$ cat src/rtl/divisor_iterativo_if.sv
// divisor_iterativo_if: request/response bundle between the execute stage and the iterative divider.
interface divisor_iterativo_if #(parameter int N = 32);
  logic         start;
  logic [1:0]   op;
  logic [N-1:0] dividend;
  logic [N-1:0] divisor;
  logic         busy;
  logic         done;
  logic [N-1:0] result;
  logic         div_zero;
  modport master (output start, op, dividend, divisor, input busy, done, result, div_zero);
  modport slave  (input start, op, dividend, divisor, output busy, done, result, div_zero);
endinterface

$ cat src/rtl/divisor_iterativo.sv
// divisor_iterativo: fixed-latency restoring divider for DIV/DIVU/REM/REMU, one quotient bit per clock.
module divisor_iterativo #(
  parameter int N  = 32,
  parameter int CW = 6
) (
  input logic clk,
  input logic rst,
  divisor_iterativo_if.slave bus
);
  typedef enum logic [1:0] {IDLE, PREP, DIV, FIX} state_t;
  state_t       state_q, state_d;
  logic [1:0]   op_q, op_d;
  logic [N-1:0] a_q, a_d, b_q, b_d, bm_q, bm_d, r_q, r_d, q_q, q_d, res_q, res_d;
  logic [CW-1:0] cnt_q, cnt_d;
  logic         qs_q, qs_d, rs_q, rs_d, dz_q, dz_d, done_q, done_d;
  logic         sgn, ovf, dz;
  logic [N:0]   t;
  logic [N-1:0] am, quo, rem;
  // The partial remainder always stays below |divisor|, so N bits hold it; t[N] is the borrow.
  always_comb begin
    sgn     = ~op_q[0];
    am      = (sgn && a_q[N-1]) ? -a_q : a_q;
    t       = {r_q, q_q[N-1]} - {1'b0, bm_q};
    dz      = b_q == '0;
    ovf     = sgn && a_q == {1'b1, {(N-1){1'b0}}} && &b_q;
    quo     = dz ? '1 : ovf ? a_q : qs_q ? -q_q : q_q;
    rem     = dz ? a_q : ovf ? '0 : rs_q ? -r_q : r_q;
    state_d = state_q;
    op_d    = op_q;
    a_d     = a_q;
    b_d     = b_q;
    bm_d    = bm_q;
    r_d     = r_q;
    q_d     = q_q;
    cnt_d   = cnt_q;
    qs_d    = qs_q;
    rs_d    = rs_q;
    res_d   = res_q;
    dz_d    = dz_q;
    done_d  = 1'b0;
    case (state_q)
      IDLE: if (bus.start) begin
        state_d = PREP;
        op_d    = bus.op;
        a_d     = bus.dividend;
        b_d     = bus.divisor;
      end
      PREP: begin
        bm_d    = (sgn && b_q[N-1]) ? -b_q : b_q;
        qs_d    = sgn && (a_q[N-1] ^ b_q[N-1]);
        rs_d    = sgn && a_q[N-1];
        r_d     = '0;
        q_d     = am;
        cnt_d   = '0;
        state_d = DIV;
      end
      DIV: begin
        r_d     = t[N] ? {r_q[N-2:0], q_q[N-1]} : t[N-1:0];
        q_d     = {q_q[N-2:0], ~t[N]};
        cnt_d   = cnt_q + 1'b1;
        state_d = (cnt_q == CW'(N - 1)) ? FIX : DIV;
      end
      FIX: begin
        res_d   = op_q[1] ? rem : quo;
        dz_d    = dz;
        done_d  = 1'b1;
        state_d = IDLE;
      end
      default: state_d = IDLE;
    endcase
  end
  always_ff @(posedge clk) begin
    if (rst) begin
      state_q <= IDLE;
      op_q    <= '0;
      a_q     <= '0;
      b_q     <= '0;
      bm_q    <= '0;
      r_q     <= '0;
      q_q     <= '0;
      cnt_q   <= '0;
      qs_q    <= 1'b0;
      rs_q    <= 1'b0;
      res_q   <= '0;
      dz_q    <= 1'b0;
      done_q  <= 1'b0;
    end else begin
      state_q <= state_d;
      op_q    <= op_d;
      a_q     <= a_d;
      b_q     <= b_d;
      bm_q    <= bm_d;
      r_q     <= r_d;
      q_q     <= q_d;
      cnt_q   <= cnt_d;
      qs_q    <= qs_d;
      rs_q    <= rs_d;
      res_q   <= res_d;
      dz_q    <= dz_d;
      done_q  <= done_d;
    end
  end
  assign bus.busy     = state_q != IDLE;
  assign bus.done     = done_q;
  assign bus.result   = res_q;
  assign bus.div_zero = dz_q;
endmodule

$ cat src/flat_wrapper.sv
// flat-port wrapper written by rule: the top's interface ports become plain ports
module divisor_iterativo_flat 
#(
  parameter int N  = 32,
  parameter int CW = 6
)
  (clk, rst, bus_start, bus_op, bus_dividend, bus_divisor, bus_busy, bus_done, bus_result, bus_div_zero);
  divisor_iterativo_if #(.N(N)) bus_i ();
  input logic clk;
  input logic rst;
  input wire logic [$bits(bus_i.start)-1:0] bus_start;
  input wire logic [$bits(bus_i.op)-1:0] bus_op;
  input wire logic [$bits(bus_i.dividend)-1:0] bus_dividend;
  input wire logic [$bits(bus_i.divisor)-1:0] bus_divisor;
  output wire logic [$bits(bus_i.busy)-1:0] bus_busy;
  output wire logic [$bits(bus_i.done)-1:0] bus_done;
  output wire logic [$bits(bus_i.result)-1:0] bus_result;
  output wire logic [$bits(bus_i.div_zero)-1:0] bus_div_zero;
  assign bus_i.start = bus_start;
  assign bus_i.op = bus_op;
  assign bus_i.dividend = bus_dividend;
  assign bus_i.divisor = bus_divisor;
  assign bus_busy = bus_i.busy;
  assign bus_done = bus_i.done;
  assign bus_result = bus_i.result;
  assign bus_div_zero = bus_i.div_zero;
  divisor_iterativo #(.N(N), .CW(CW)) u_core (.clk(clk), .rst(rst), .bus(bus_i));
endmodule
$ cat config.mk
export PLATFORM = sky130hd
export DESIGN_NAME = divisor_iterativo_flat
export DESIGN_NICKNAME = d
export VERILOG_FILES = /design/src/rtl/divisor_iterativo_if.sv /design/src/rtl/divisor_iterativo.sv /design/src/flat_wrapper.sv
export SDC_FILE = /design/constraint.sdc
export NUM_CORES = 1
export LEC_CHECK = 0
export ABC_CLOCK_PERIOD_IN_PS = 4350
export CAP_MARGIN = 20
export CORE_MARGIN = 2
export CORE_UTILIZATION = 45
export DETAILED_ROUTE_END_ITERATION = 7
export HOLD_SLACK_MARGIN = 0.05
export SYNTH_ARGS = -nofsm -noshare
export SYNTH_HDL_FRONTEND = slang
export SYNTH_SLANG_ARGS = --single-unit
$ cat constraint.sdc
create_clock -name clk -period 4.35 [get_ports clk]
set_input_delay 0.6525 -clock clk [delete_from_list [all_inputs] [get_ports clk]]
set_output_delay 0.6525 -clock clk [all_outputs]
set_load 0.02 [all_outputs]
Word level (Yosys, flattened, before mapping)
Cells that the tools add are included.
W data, S select, Z words.

cells by class
  add/sub/neg operators = 6
  equal/unequal tests = 6
  multiplexer cells = 17
  bitwise operators = 3
  reduce and logical (&&, ||, !) cells = 11

operators by type and width
  operator                count
  $mux W32                10
  $neg A32 Y32            4
  $pmux W32 S2            2
  $sub A33 B32 Y33        1
  $eq A32 B32 Y1 const B  1
  $logic_not A32 Y1       1
  $reduce_and A32 Y1      1
  $pmux W6 S2             1
  $pmux W2 S4             1
  $add A6 B1 Y6 const B   1
  $eq A6 B5 Y1 const B    1
  $logic_and A1 B1 Y1     5
  $eq A2 B2 Y1 const B    2
  $reduce_bool A2 Y1      2
  $eq A2 B1 Y1 const B    1
  $logic_not A2 Y1        1
  $mux W1                 2
  $mux W2                 1
  $ne A2 B2 Y1 const B    1
  $not A1 Y1              2
  $reduce_and A2 Y1       1
  $xor A1 B1 Y1           1

storage, ports and cells
  register bits = 206
  logic and storage cells = 56

Logic depth before layout (Yosys ltp)
Gate-level depths: netlist (run 1).

  word-level depth = 6
  gate-level depth with buffers = 13

Worst setup path before layout (run 1)
Ideal clock, no wire load.

  path type = flip-flop to flip-flop
  start point = register u_core.q_q[31]
  end point = register u_core.r_q[20]
  arrival = 2.913 ns
  required time = 4.225 ns
  setup slack = 1.312 ns
  stages on the path, launching flop included = 14
  path buffers = 2
  cells stage by stage = dfxtp_1 inv_1 ha_1 fa_1 nand2b_1 a21oi_1 o211ai_1 o21ai_0 a21oi_1 xnor2_1 buf_2 clkbuf_1 a2bb2oi_1 o21ai_0

between the ends
  longest elaborated chain between the ends = 3

RTL lines
  element                 line                     RTL
  start, declared         divisor_iterativo.sv:13  logic [N-1:0] a_q, a_d, b_q, b_d, bm_q, bm_d, r_q, r_d, q_q, q_d, res_q, res_d;
  start signal, assigned  divisor_iterativo.sv:94  q_q <= q_d;
  $sub A33 B32 Y33        divisor_iterativo.sv:23  t = {r_q, q_q[N-1]} - {1'b0, bm_q};
  $mux W32                divisor_iterativo.sv:58  r_d = t[N] ? {r_q[N-2:0], q_q[N-1]} : t[N-1:0];
  $pmux W32 S2            divisor_iterativo.sv:41  case (state_q)
  end signal, assigned    divisor_iterativo.sv:93  r_q <= r_d;
  end, declared           divisor_iterativo.sv:13

No other way between the ends.
A chain may end at the register's enable or synchronous reset.

Final worst setup path (run 1)
  start point = register u_core.q_q[31]
  end point = register u_core.r_q[29]

The elaborated chain is that of the path after synthesis.

==> results.txt, run 1 <==
* Final WL: 39000 µm
- Number of port buffers: 103
* Num ports: 104
- The cell area that synthesis handed to floorplanning was 0.0129 mm².
- Dividing the detail-routed via count by the number of cells gives 5.69.
- Data on the critical path is required at its endpoint by 4.83 ns.
- Buffers inserted to repair hold after CTS numbered 0.
- Post-synth top cells: 288 x nand2_1, 206 x dfxtp_1, 180 x a21oi_1, 151 x nor2_1, 143 x o21ai_0
* Worst setup path class: reg2reg
- Data arrives at the worst endpoint at 4.08 ns.
* Share of the core filled with cells in the final layout: 0.527
* Depth of the most critical reg-to-reg path: 12
- Setup repair after global routing left no endpoint under its margin.
- Root cell of the clock tree: clkbuf_16
* Number of distinct standard cells referenced by the synthesized netlist: 77
- Number of sinks on the clock net: 206
- Ratio of cells with drive above 1 in the final layout: 0.0553
- Sw Ratio: 0.399
- At the pin with the least slew margin, the transition time is 0.887 ns.
- Row generation in the floorplan step produced 62 rows.
* Share of async-settable or async-resettable flops after synthesis: 0
- Internal power comes to 0.00476 W.
- For this design the ratio of total power to cell area is 526 mW/mm².
- Antenna violations before repair: 0
* Top achievable clock speed: 277 MHz
- The longest clock path from root to sink contains 3 buffers.
- TritonCTS clock tree: done
- Die outline width: 174 µm
- After synthesis, the mean cell area works out to 7.50 µm².
- Post-synth net total: 1839
* Library cell with the highest instance count after synthesis: nand2_1
* Count of cells resized by post-cts repair: 0
- In this run the standard cell core region covers 0.0285 mm².
* Maximum number of pins on one net before global-route repair: 67
- For this run, the detailed router's first-pass iteration total came to 6.
- Counting both buffers and inverters, the worst setup path holds a total of 1.
* Flip-flop and latch count after synthesis: 206
- Detailed-route wire length per cell: 17.9 µm
* Total inserted antenna cells: 0
- The kind of cell with the highest combined delay along the critical path is compound AO/OA/AOI/OAI gates.
- In the finished design, the share of the clock period the worst path needs comes to 0.829.
* Worst-path maximum fanout: 8
- Switch Pwr: 0.00316 W
- Summed over all layers, the global routing overflow is 0.
- The number of pins exceeding their max-slew limit in the final report is 0.
- The worst pin sits at a relative slew slack of 0.408.
* Worst reg2reg setup slack: 0.75 ns
* Die ar.: 0.0301 mm²
* Launch instance of the worst min-delay path: u_core.op_q[1]$_SDFFE_PP0P_
* Total of fill cells in the finished design: 2841
- Leading cell types by total area after synthesis: dfxtp_1 32%, nand2_1 8.4%, a21oi_1 7.0%
- Critical Path, Cell by Cell: inv_1 > ha_1 > fa_1 > nand2b_1 > a21oi_1 > o211ai_1 > o21ai_0 > a21oi_1 > xnor2_2 > nand2_1 > a2111oi_0 > a211o_1
* Run status: complete, no violations
- The biggest area contributor in the post-synthesis netlist is dfxtp_1.
- Detailed Place HPWL: 28700 µm
- Most frequently used flop master after synthesis: dfxtp_1
* Slowest stage cell on the critical path: o21ai_0
* FF-to-FF End: u_core.r_q[29]$_SDFFE_PP0P_
- Period minus WS final: 3.60 ns
- After the first detailed-routing iteration, the DRC count stood at 1193.
* Endpoint kind of the worst setup timing path: flip-flop
- The later pin in the worst-skew pair is clocked with a latency of 0.55 ns.
- Hold-critical path depth: 2
- The synthesized design contains 0 enable-type register cells.
* Placed Instance Area: 0.0142 mm²
- After routing the design area is 0.0151 mm².
* Vias in the first global route: 11500
* Drc violations: 0
* Worst hold slack: 0.476 ns
- Adding up every negative setup slack in the final design gives 0 ns.
- Overall die height: 174 µm
* Vias: 12400
* Leakage: 5.52 nW
* Portion of total power attributed to sequential cells: 0.315
- CTS clk-pin slew, worst paths: 0.07 ns
- Slowest cell delay on critical path: 0.48 ns
- Remaining number of nets flagged by the antenna check after routing: 0
* Hold Path Sink: u_core.op_q[1]$_SDFFE_PP0P_
- Number of failing hold endpoints at the final stage: 0
* Fraction of synthesized cell area taken by the top area cell type: 0.319
* Combinational fraction of design power: 0.409
- Deepest level of the CTS H-tree: 1
- The number of placed instances, taps included, is 2126.
- The initial utilization of the core area, before any placement, comes to 0.453.
- Cts bufs inserted: 25
* GPL Wtd Cong: 0.914
- Setup violations remaining at the end of the flow were counted as 0.
* Total of warnings raised by yosys: 0
- Cell occurring most often along the worst timing path: a21oi_1
- Number of max-capacitance violations reported: 0
- Reg-to-Reg Start: u_core.q_q[31]$_SDFFE_PP0P_
- The share of the Yosys chip area taken by registers is 0.319.
- Overall Global Routing Usage: 0.255
- Worst IR Drop VDD: 0.295 mV
* Type of the most critical hold path: reg2reg
- Compared with the post-synthesis result, the final layout area differs by 16.3%.
- The net count of the finished layout is 1884.
* Type of origin of the critical path: flip-flop
- Setup fix buffers added after clock tree synthesis: 0
- Post-Route Skew: 0.0340 ns
- The first global-routing pass estimated 63200 µm of wire.
- Cells after Synth: 1726
- Clock power share: 0.276
* Non-filler cells, final: 2174
## layout by cell type (no fill, tap or decap), drive strengths merged, types with 48 or more instances in the layout
master and instances:
nand2 288, dfxtp 206, a21oi 180, nor2 151
o21ai 143, clkdlybuf4s50 102, xnor2 74, xor2 70
inv 54, mux2i 48
## per-layer routing
| layer | global-route usage | part of all wire |
|---|---|---|
| met5 | 0 | 0 |
| met4 | 0.0571 | 0.020 |
| met3 | 0.0287 | 0.059 |
| met2 | 0.402 | 0.44 |
| met1 | 0.374 | 0.49 |
## state kept, by name, indices dropped and copies added (netlist names)
signal / flops
u_core.state_q: 2
u_core.rs_q: 1
u_core.b_q: 32
u_core.op_q: 2
u_core.r_q: 32
u_core.bus.result: 32
u_core.bus.div_zero: 1
u_core.bus.done: 1
u_core.bm_q: 32
u_core.cnt_q: 6
u_core.qs_q: 1
u_core.a_q: 32
u_core.q_q: 32
## worst max-delay path by stage
stage,start,endpoint,slack [ns],cells after the start
floorplan,u_core.q_q[31]$_SDFFE_PP0P_,u_core.r_q[20]$_SDFFE_PP0P_,1.31,13
global placement,u_core.b_q[4]$_SDFFE_PP0P_,u_core.bus.result[21]$_SDFFE_PP0P_,1.12,10
detailed placement,u_core.q_q[31]$_SDFFE_PP0P_,u_core.r_q[29]$_SDFFE_PP0P_,0.85,12
CTS,u_core.q_q[31]$_SDFFE_PP0P_,u_core.r_q[29]$_SDFFE_PP0P_,0.83,12
global route,u_core.q_q[31]$_SDFFE_PP0P_,u_core.r_q[29]$_SDFFE_PP0P_,0.46,12
finish,u_core.q_q[31]$_SDFFE_PP0P_,u_core.r_q[29]$_SDFFE_PP0P_,0.75,12
## through the flow
| step | total power, W | worst slack [ns] |
|---|---|---|
| after CTS | 0.00794 | 0.835 |
| final | 0.00793 | 0.746 |
| after detailed placement | 0.00573 | 0.851 |
| after floorplan | 0.00483 | 1.31 |
| after global placement | 0.00571 | 1.12 |
| after global routing | 0.00845 | 0.456 |
## power groups by stage
| stage | Combinational (W) | Sequential, W | Clock [W] |
|---|---|---|---|
| after floorplan | 0.00240 | 0.00243 | 0 |
| after global placement | 0.00320 | 0.00252 | 0 |
| after detailed placement | 0.00321 | 0.00253 | 0 |
| after CTS | 0.00322 | 0.00249 | 0.00223 |
| after global routing | 0.00361 | 0.00254 | 0.00231 |
| final | 0.00324 | 0.00249 | 0.00219 |
## cell families after synthesis
family          after synthesis  share of synthesized area
compound gates              493                      0.228
xor+xnor                    144                     0.0974
fa+ha+maj                    44                     0.0431
buf+inv                     165                     0.0537
flops                       206                      0.319
mux                          48                     0.0371
simple gates                626                      0.222
## tightest hold or removal path, cell delays in order (launching register included)
cell	delay, ns
dfxtp_1	0.32
nand2_1	0.06
a21oi_1	0.05
## area by class of cell
class | count | area, µm² | share of cell area
Inverter | 53 | 199 | 0.0132
Tap cell | 384 | 480 | 0.0319
Timing Repair Buffer | 130 | 1230 | 0.0820
Sequential cell | 206 | 4120 | 0.274
Multi-Input combinational cell | 1355 | 8150 | 0.541
Clock buffer | 35 | 723 | 0.0480
Clock inverter | 11 | 143 | 0.00948
Note: power is estimated with default switching activity, not from simulation.
==> inputs of run 2 (changes only) <==
Settings changed: ABC_CLOCK_PERIOD_IN_PS 4350 to 3100, PLACE_DENSITY set to 0.67.
Clock period 4.35 ns to 3.1 ns, I/O delays scaled along.
==> run 2 against run 1 <==
Compared with the run above:
- clock power up 30%
- hold slack got worse by 0.065 ns
- via count is 3.8% higher
- combinational power rose by 54%
- first-iteration DRC count decreased by 15%
- setup slack got worse by 0.65 ns
- final area grew 3.7%
- sequential power grew 38%
- clock skew shrank 0.022 ns
- highest routed layer unchanged
==> results.txt, run 2 (synthesized netlist as in run 1, its figures left out) <==
* Root cell of the clock tree: clkbuf_16
- The clock transition at the registers of the reported paths is 0.06 ns (about the same).
- Top library cells by usage in the layout, fill and taps aside: 286 x nand2_1, 206 x dfxtp_1, 174 x a21oi_1, 149 x nor2_1, 141 x o21ai_0
- The end-of-flow core utilization came to 0.547 (+0.0193).
- The worst setup path is captured at a flip-flop.
- The total via count after detailed routing came to 12800 (+3.8%).
* Leakage: 5.82 nW (+5.6%)
* Critical Path, Cell by Cell: or4_4 > or3_4 > or3_4 > or4_4 > o31ai_4 > xnor2_1 > nand3_1 > nand2_1 > o32ai_1
- The number of cells on the worst reg-to-reg path came to 9 (-3).
- Worst IR Drop VDD: 0.455 mV (+54%)
* Antenna violations before repair: 0 (unchanged)
* Worst hold slack: 0.411 ns (-0.0651 ns)
- The maximum cell stage delay along the critical path was 0.58 ns (+0.10 ns).
- The largest individual stage delay along the critical path comes from the cell or4_4.
- The wire length per cell came to 17.5 µm (-2.6%).
* Drc violations: 0 (unchanged)
- Finished layout cell area: 0.0156 mm² (+3.7%)
- GPL Wtd Cong: 0.944 (+3.3%)
- Overall power: 0.0113 W (+42%)
* Maximum number of pins on one net before global-route repair: 100 (+49%)
* Power per standard cell area: 723 mW/mm² (+37%)
* Data required time of the critical path: 3.49 ns (-1.34 ns)
- The antenna diode instance count is 0 (unchanged).
- The area of the die came to 0.0301 mm² (unchanged).
* Num ports: 104 (unchanged)
- The final-report hold violation count is 0 (unchanged).
* Number of max-capacitance violations reported: 0 (unchanged)
- The sum of buffers and inverters on the critical path is 0 (-1).
- Type of origin of the critical path: flip-flop
- Effective utilization at floorplan: 0.453 (unchanged)
- Overall die height: 174 µm (unchanged)
- The global-route wire length before repair was 62500 µm (-1.1%).
* Share of the clock period used by the worst path after layout: 0.970 (+0.141)
- The slew at the pin closest to its max-slew limit came to 0.815 ns (-0.0716 ns).
- The global-route congestion overflow total is 0 (unchanged).
* FF-to-FF End: u_core.bus.result[31]$_SDFFE_PP0P_
- Worst-case headroom to the max-slew limit: 0.455 (+0.0465)
* Cts bufs inserted: 25 (unchanged)
- Leaving out fill and tap cells, the most frequent cell in the layout is nand2_1.
* Arrival time of the worst setup path: 3.40 ns (-0.68 ns)
- The maximum clock frequency was 333 MHz (+20%).
- The level count of the clock H-tree came to 1 (unchanged).
- In this run the critical register-to-register path is launched from u_core.q_q[19]$_SDFFE_PP0P_.
- Worst-path maximum fanout: 7 (-1)
- The residual antenna-violating net count after detailed routing is 0 (unchanged).
- Type of the most critical hold path: in2reg
- The path with the worst hold slack has its endpoint at u_core.rs_q$_SDFFE_PP0N_.
- Launch instance of the worst min-delay path: rst
- Post-Route Skew: 0.0119 ns (-0.0221 ns)
* Max-slew violation total from the final report: 0 (unchanged)
- Worst reg2reg setup slack: 0.09 ns (-0.65 ns)
* Worst-skew pair later-pin latency: 0.53 ns (-0.02 ns)
- Total negative slack: 0 ns (unchanged)
- Broken down by cell family, the worst path's largest delay share belongs to simple AND/OR/NAND/NOR gates.
- Drt via density: 5.74 (+0.97%)
- Vias in the first global route: 11900 (+3.2%)
- Number of port buffers: 103 (unchanged)
- The horizontal extent of the die came to 174 µm (unchanged).
* Detailed Place HPWL: 28700 µm (+0.14%)
- From synthesis to final layout, the design area changed by 20.5%.
* Run status: complete, no violations
* Standard-cell row count: 62 (unchanged)
- The depth of the worst hold-timing path is 2 (unchanged).
* Total of fill cells in the finished design: 2803 (-1.3%)
- The critical path is of the reg2reg type.
- Overall Global Routing Usage: 0.250 (-0.00444)
* Core footprint: 0.0285 mm² (unchanged)
- Final WL: 39000 µm (about the same)
* Length of the first detailed-routing pass in iterations: 5 (-1)
- The total number of nets in the final design was 1945 (+3.2%).
- The TritonCTS sink count is 206 (unchanged).
* Ratio of cells with drive above 1 in the final layout: 0.0968 (+0.0414)
- Period minus WS final: 3.01 ns (-0.598 ns)
- The instance area at placement was 0.0146 mm² (+3.1%).
- Final setup vio count: 0 (unchanged)
* Initial DRC Count: 1020 (-15%)
* TritonCTS clock tree: done
- Clock Tree Buf Depth: 3 (unchanged)
run 2: cell types whose count changed in the layout (fill, tap and decap cells not counted), sizes merged:
cell    before  now
or3         19   20
bufinv       3    0
buf         28   88
clkbuf      35   37
run 2: how the worst max path moves through the flow:
stage,start,end,cells past startpoint
CTS,u_core.bm_q[6]$_SDFFE_PP0N_,u_core.r_q[29]$_SDFFE_PP0P_,12
finish,u_core.q_q[19]$_SDFFE_PP0P_,u_core.bus.result[31]$_SDFFE_PP0P_,9
global placement,u_core.bm_q[6]$_SDFFE_PP0N_,u_core.r_q[29]$_SDFFE_PP0P_,12
global route,u_core.r_q[6]$_SDFFE_PP0P_,u_core.r_q[29]$_SDFFE_PP0P_,12
floorplan,u_core.q_q[31]$_SDFFE_PP0P_,u_core.r_q[20]$_SDFFE_PP0P_,13
detailed placement,u_core.bm_q[6]$_SDFFE_PP0N_,u_core.r_q[29]$_SDFFE_PP0P_,12
run 2: per-layer routing:
layer  part of all wire  GRT usage  up-vias  wire (µm)
met5                  0          0        -          0
met4              0.032     0.0749        0       1260
met3              0.059     0.0311       82       2310
met2               0.45      0.404      413      17500
met1               0.46      0.351     6047      18000
li1                   -          -     6289          -
run 2: area by class of cell:
cell class | instances | area, µm² | share of cell area
clock buffers | 37 | 751 | 0.0481
clock inverters | 8 | 52.6 | 0.00337
inverters | 53 | 199 | 0.0127
multi-input cells | 1356 | 8270 | 0.530
flip-flops and latches | 206 | 4120 | 0.264
well taps | 384 | 480 | 0.0308
repair buffers | 190 | 1730 | 0.111
run 2: power breakdown:
group          switching [W]  internal, W  leakage (nW)  total (W)
sequential          0.000419      0.00302          1.68    0.00344
combinational        0.00296      0.00205          3.75    0.00500
clock                0.00117      0.00167         0.395    0.00284
run 2: timing repair:
action	CTS	global route
gates resized for setup	3	26
pin swaps	0	7
cloned	0	2
setup endpoints to repair	2	49
buffers inserted	0	7
hold buffers	0	0
run 2: per-stage QoR:
| stage | setup WS [ns] | std cells |
|---|---|---|
| 2_1_floorplan | 0.0624 | 1726 |
| 5_1_grt | -0.0530 | 2234 |
| 4_1_cts | -0.0218 | 2225 |
| 3_3_place_gp | -0.0742 | 2180 |
| 6_report | 0.0933 | 2234 |
| 3_5_place_dp | -0.202 | 2180 |
==> inputs of run 3 (changes only) <==
Settings changed: PLACE_DENSITY 0.67 to not set, PLACE_DENSITY_LB_ADDON set to 0.08.
==> run 3 against run 2 <==
Compared with the run above:
- total power rose by 0.81%
- clock skew fell by 0.00093 ns
- clock power rose by 4%
- first-iteration DRC count rose by 1.2%
- sequential power barely moved
- sequential share of layout area fell by 0.15 points
- non-clock buffer count rose by 16
- critical path type unchanged
- critical endpoint is now u_core.bus.result[30]$_SDFFE_PP0P_
==> results.txt, run 3 (synthesized netlist as in run 1, its figures left out) <==
- Run status: complete, no violations
* Type of the most critical hold path: in2reg
* Antenna violations before repair: 0 (unchanged)
- Top achievable clock speed: 338 MHz (+1.8%)
- The TritonCTS sink count came to 206 (unchanged).
* Remaining number of nets flagged by the antenna check after routing: 0 (unchanged)
* Detailed Place HPWL: 30000 µm (+4.4%)
- The peak ir drop on the vdd network is 0.370 mV (-19%).
- Ratio of cells with drive above 1 in the final layout: 0.100 (+0.00346)
- TritonCTS clock tree: done
- Leaving out fill and tap cells, the most frequent cells in the layout are 287 x nand2_1, 206 x dfxtp_1, 179 x a21oi_1, 150 x nor2_1, 141 x o21ai_0.
* Number of max-capacitance violations reported: 0 (unchanged)
* Area delta synth->final: 21.2%
* Count of hold-fix buffers inserted at cts: 0 (unchanged)
* Die outline width: 174 µm (unchanged)
- First-pass GRT wire length: 64100 µm (+2.6%)
- The depth of the worst hold-timing path was 2 (unchanged).
* Placed Instance Area: 0.0147 mm² (+0.80%)
- The clock latency at the later pin of the worst-skew pair was 0.53 ns (about the same).
- CTS clk-pin slew, worst paths: 0.06 ns (about the same)
- Remaining global-route overflow: 0 (unchanged)
- The DRC violation count after routing came to 0 (unchanged).
* Actual transition at the worst max-transition pin: 0.733 ns (-0.0819 ns)
- Vias: 12600 (-1.5%)
- Number of failing hold endpoints at the final stage: 0 (unchanged)
* Clock Tree Buf Depth: 3 (unchanged)
- The final period demand of the worst path came to 2.95 ns (-0.0524 ns).
- The maximum fanout along the worst path came to 7 (unchanged).
- The antenna diode instance count was 0 (unchanged).
- The total clock buffers created by CTS was 25 (unchanged).
- The average via count per standard cell came to 5.61 (-2.2%).
* Total of fill cells in the finished design: 2808 (+0.18%)
* Arrival time of the worst setup path: 3.39 ns (about the same)
- Number of port buffers: 103 (unchanged)
- The count of pins on the block boundary is 104 (unchanged).
- Worst setup path class: reg2reg
- Most common cell after layout, fill and taps aside: nand2_1
- The global routing usage summed across all routing layers was 0.258 (+0.00802).
* Maximum number of pins on one net before global-route repair: 70 (-30%)
- Detailed-route wire length per cell: 17.8 µm (+1.8%)
* Endpoint kind of the worst setup timing path: flip-flop
* Leakage: 5.92 nW (+1.6%)
- Data required time of the critical path: 3.54 ns (+0.05 ns)
* Finished layout cell area: 0.0157 mm² (+0.55%)
- The total power per unit cell area is 725 mW/mm² (+0.26%).
- Max-slew violation total from the final report: 0 (unchanged)
* Length of the first detailed-routing pass in iterations: 5 (unchanged)
* Total negative slack: 0 ns (unchanged)
- Overall die height: 174 µm (unchanged)
* Final WL: 40100 µm (+2.6%)
- The end-of-flow core utilization is 0.550 (+0.00302).
* Die ar.: 0.0301 mm² (unchanged)
* Share of the clock period used by the worst path after layout: 0.953 (-0.0169)
* Root cell of the clock tree: clkbuf_16
- Standard-cell row count: 62 (unchanged)
- The number of cells on the worst reg-to-reg path came to 10 (+1).
- Initial DRC Count: 1032 (+1.2%)
* Vias in the first global route: 11900 (-0.20%)
* GPL Wtd Cong: 0.939 (-0.54%)
* Worst-case headroom to the max-slew limit: 0.511 (+0.0566)
- The effective utilization at floorplan was 0.453 (unchanged).
- The total number of nets in the final design came to 1960 (+0.77%).
- Final setup vio count: 0 (unchanged)
* Core footprint: 0.0285 mm² (unchanged)
* Deepest level of the CTS H-tree: 1 (unchanged)
* Post-Route Skew: 0.0110 ns (-0.000925 ns)
- STA classifies the critical path startpoint as a flip-flop.
[run 3: timing repair]
item                       CTS  global route
resized for setup            0            18
setup endpoints to repair    0            36
buffers inserted             0             3
[run 3: through the flow]
step / std cells / worst slack [ns] / hold WS, ns / total power [W]
floorplan: 1726 / 0.0624 / 0.446 / 0.00677
global placement: 2199 / 0.115 / 0.462 / 0.00824
detailed placement: 2199 / 0.0625 / 0.464 / 0.00827
CTS: 2245 / 0.0172 / 0.248 / 0.0113
global route: 2250 / -0.0191 / 0.275 / 0.0121
finish: 2250 / 0.146 / 0.278 / 0.0114
[run 3: final cells by class]
| cell class | instances | area [µm²] | share of cell area |
|---|---|---|---|
| Inverter | 53 | 199 | 0.0127 |
| Multi-Input combinational cell | 1355 | 8210 | 0.523 |
| Timing Repair Buffer | 206 | 1850 | 0.118 |
| Clock buffer | 30 | 684 | 0.0436 |
| Tap cell | 384 | 480 | 0.0306 |
| Sequential cell | 206 | 4120 | 0.263 |
| Clock inverter | 16 | 149 | 0.00949 |
[run 3: where the power goes]
part | internal (W) | total (W) | switching [W]
clock network | 0.00175 | 0.00296 | 0.00121
registers | 0.00302 | 0.00344 | 0.000417
logic | 0.00202 | 0.00498 | 0.00296
total | 0.00679 | 0.0114 | 0.00459
[run 3: layer usage]
layer / vias to the layer above / GRT usage / wire [µm]
li1: 6310 / - / -
met1: 5878 / 0.375 / 19300
met2: 382 / 0.412 / 17800
met3: 63 / 0.0268 / 2160
met4: 0 / 0.0627 / 890
met5: - / 0 / 0
[run 3: final timing paths]
kind              slack (ns)                                 end                          from
setup / recovery        0.15  u_core.bus.result[30]$_SDFFE_PP0P_    u_core.r_q[6]$_SDFFE_PP0P_
hold / removal          0.28            u_core.qs_q$_SDFFE_PP0N_                           rst
setup reg to reg        0.15  u_core.bus.result[30]$_SDFFE_PP0P_    u_core.r_q[6]$_SDFFE_PP0P_
hold reg to reg         0.47        u_core.bm_q[31]$_SDFFE_PP0N_  u_core.bm_q[31]$_SDFFE_PP0N_
[run 3: critical path, stage by stage, from the launching register on]
cell	delay [ns]
dfxtp_1	0.41
or4_4	0.59
or3_1	0.36
nor3_1	0.15
buf_4	0.16
a21oi_1	0.11
o31ai_1	0.29
xor2_1	0.12
o21ai_0	0.25
o21ai_0	0.13
a311oi_1	0.28
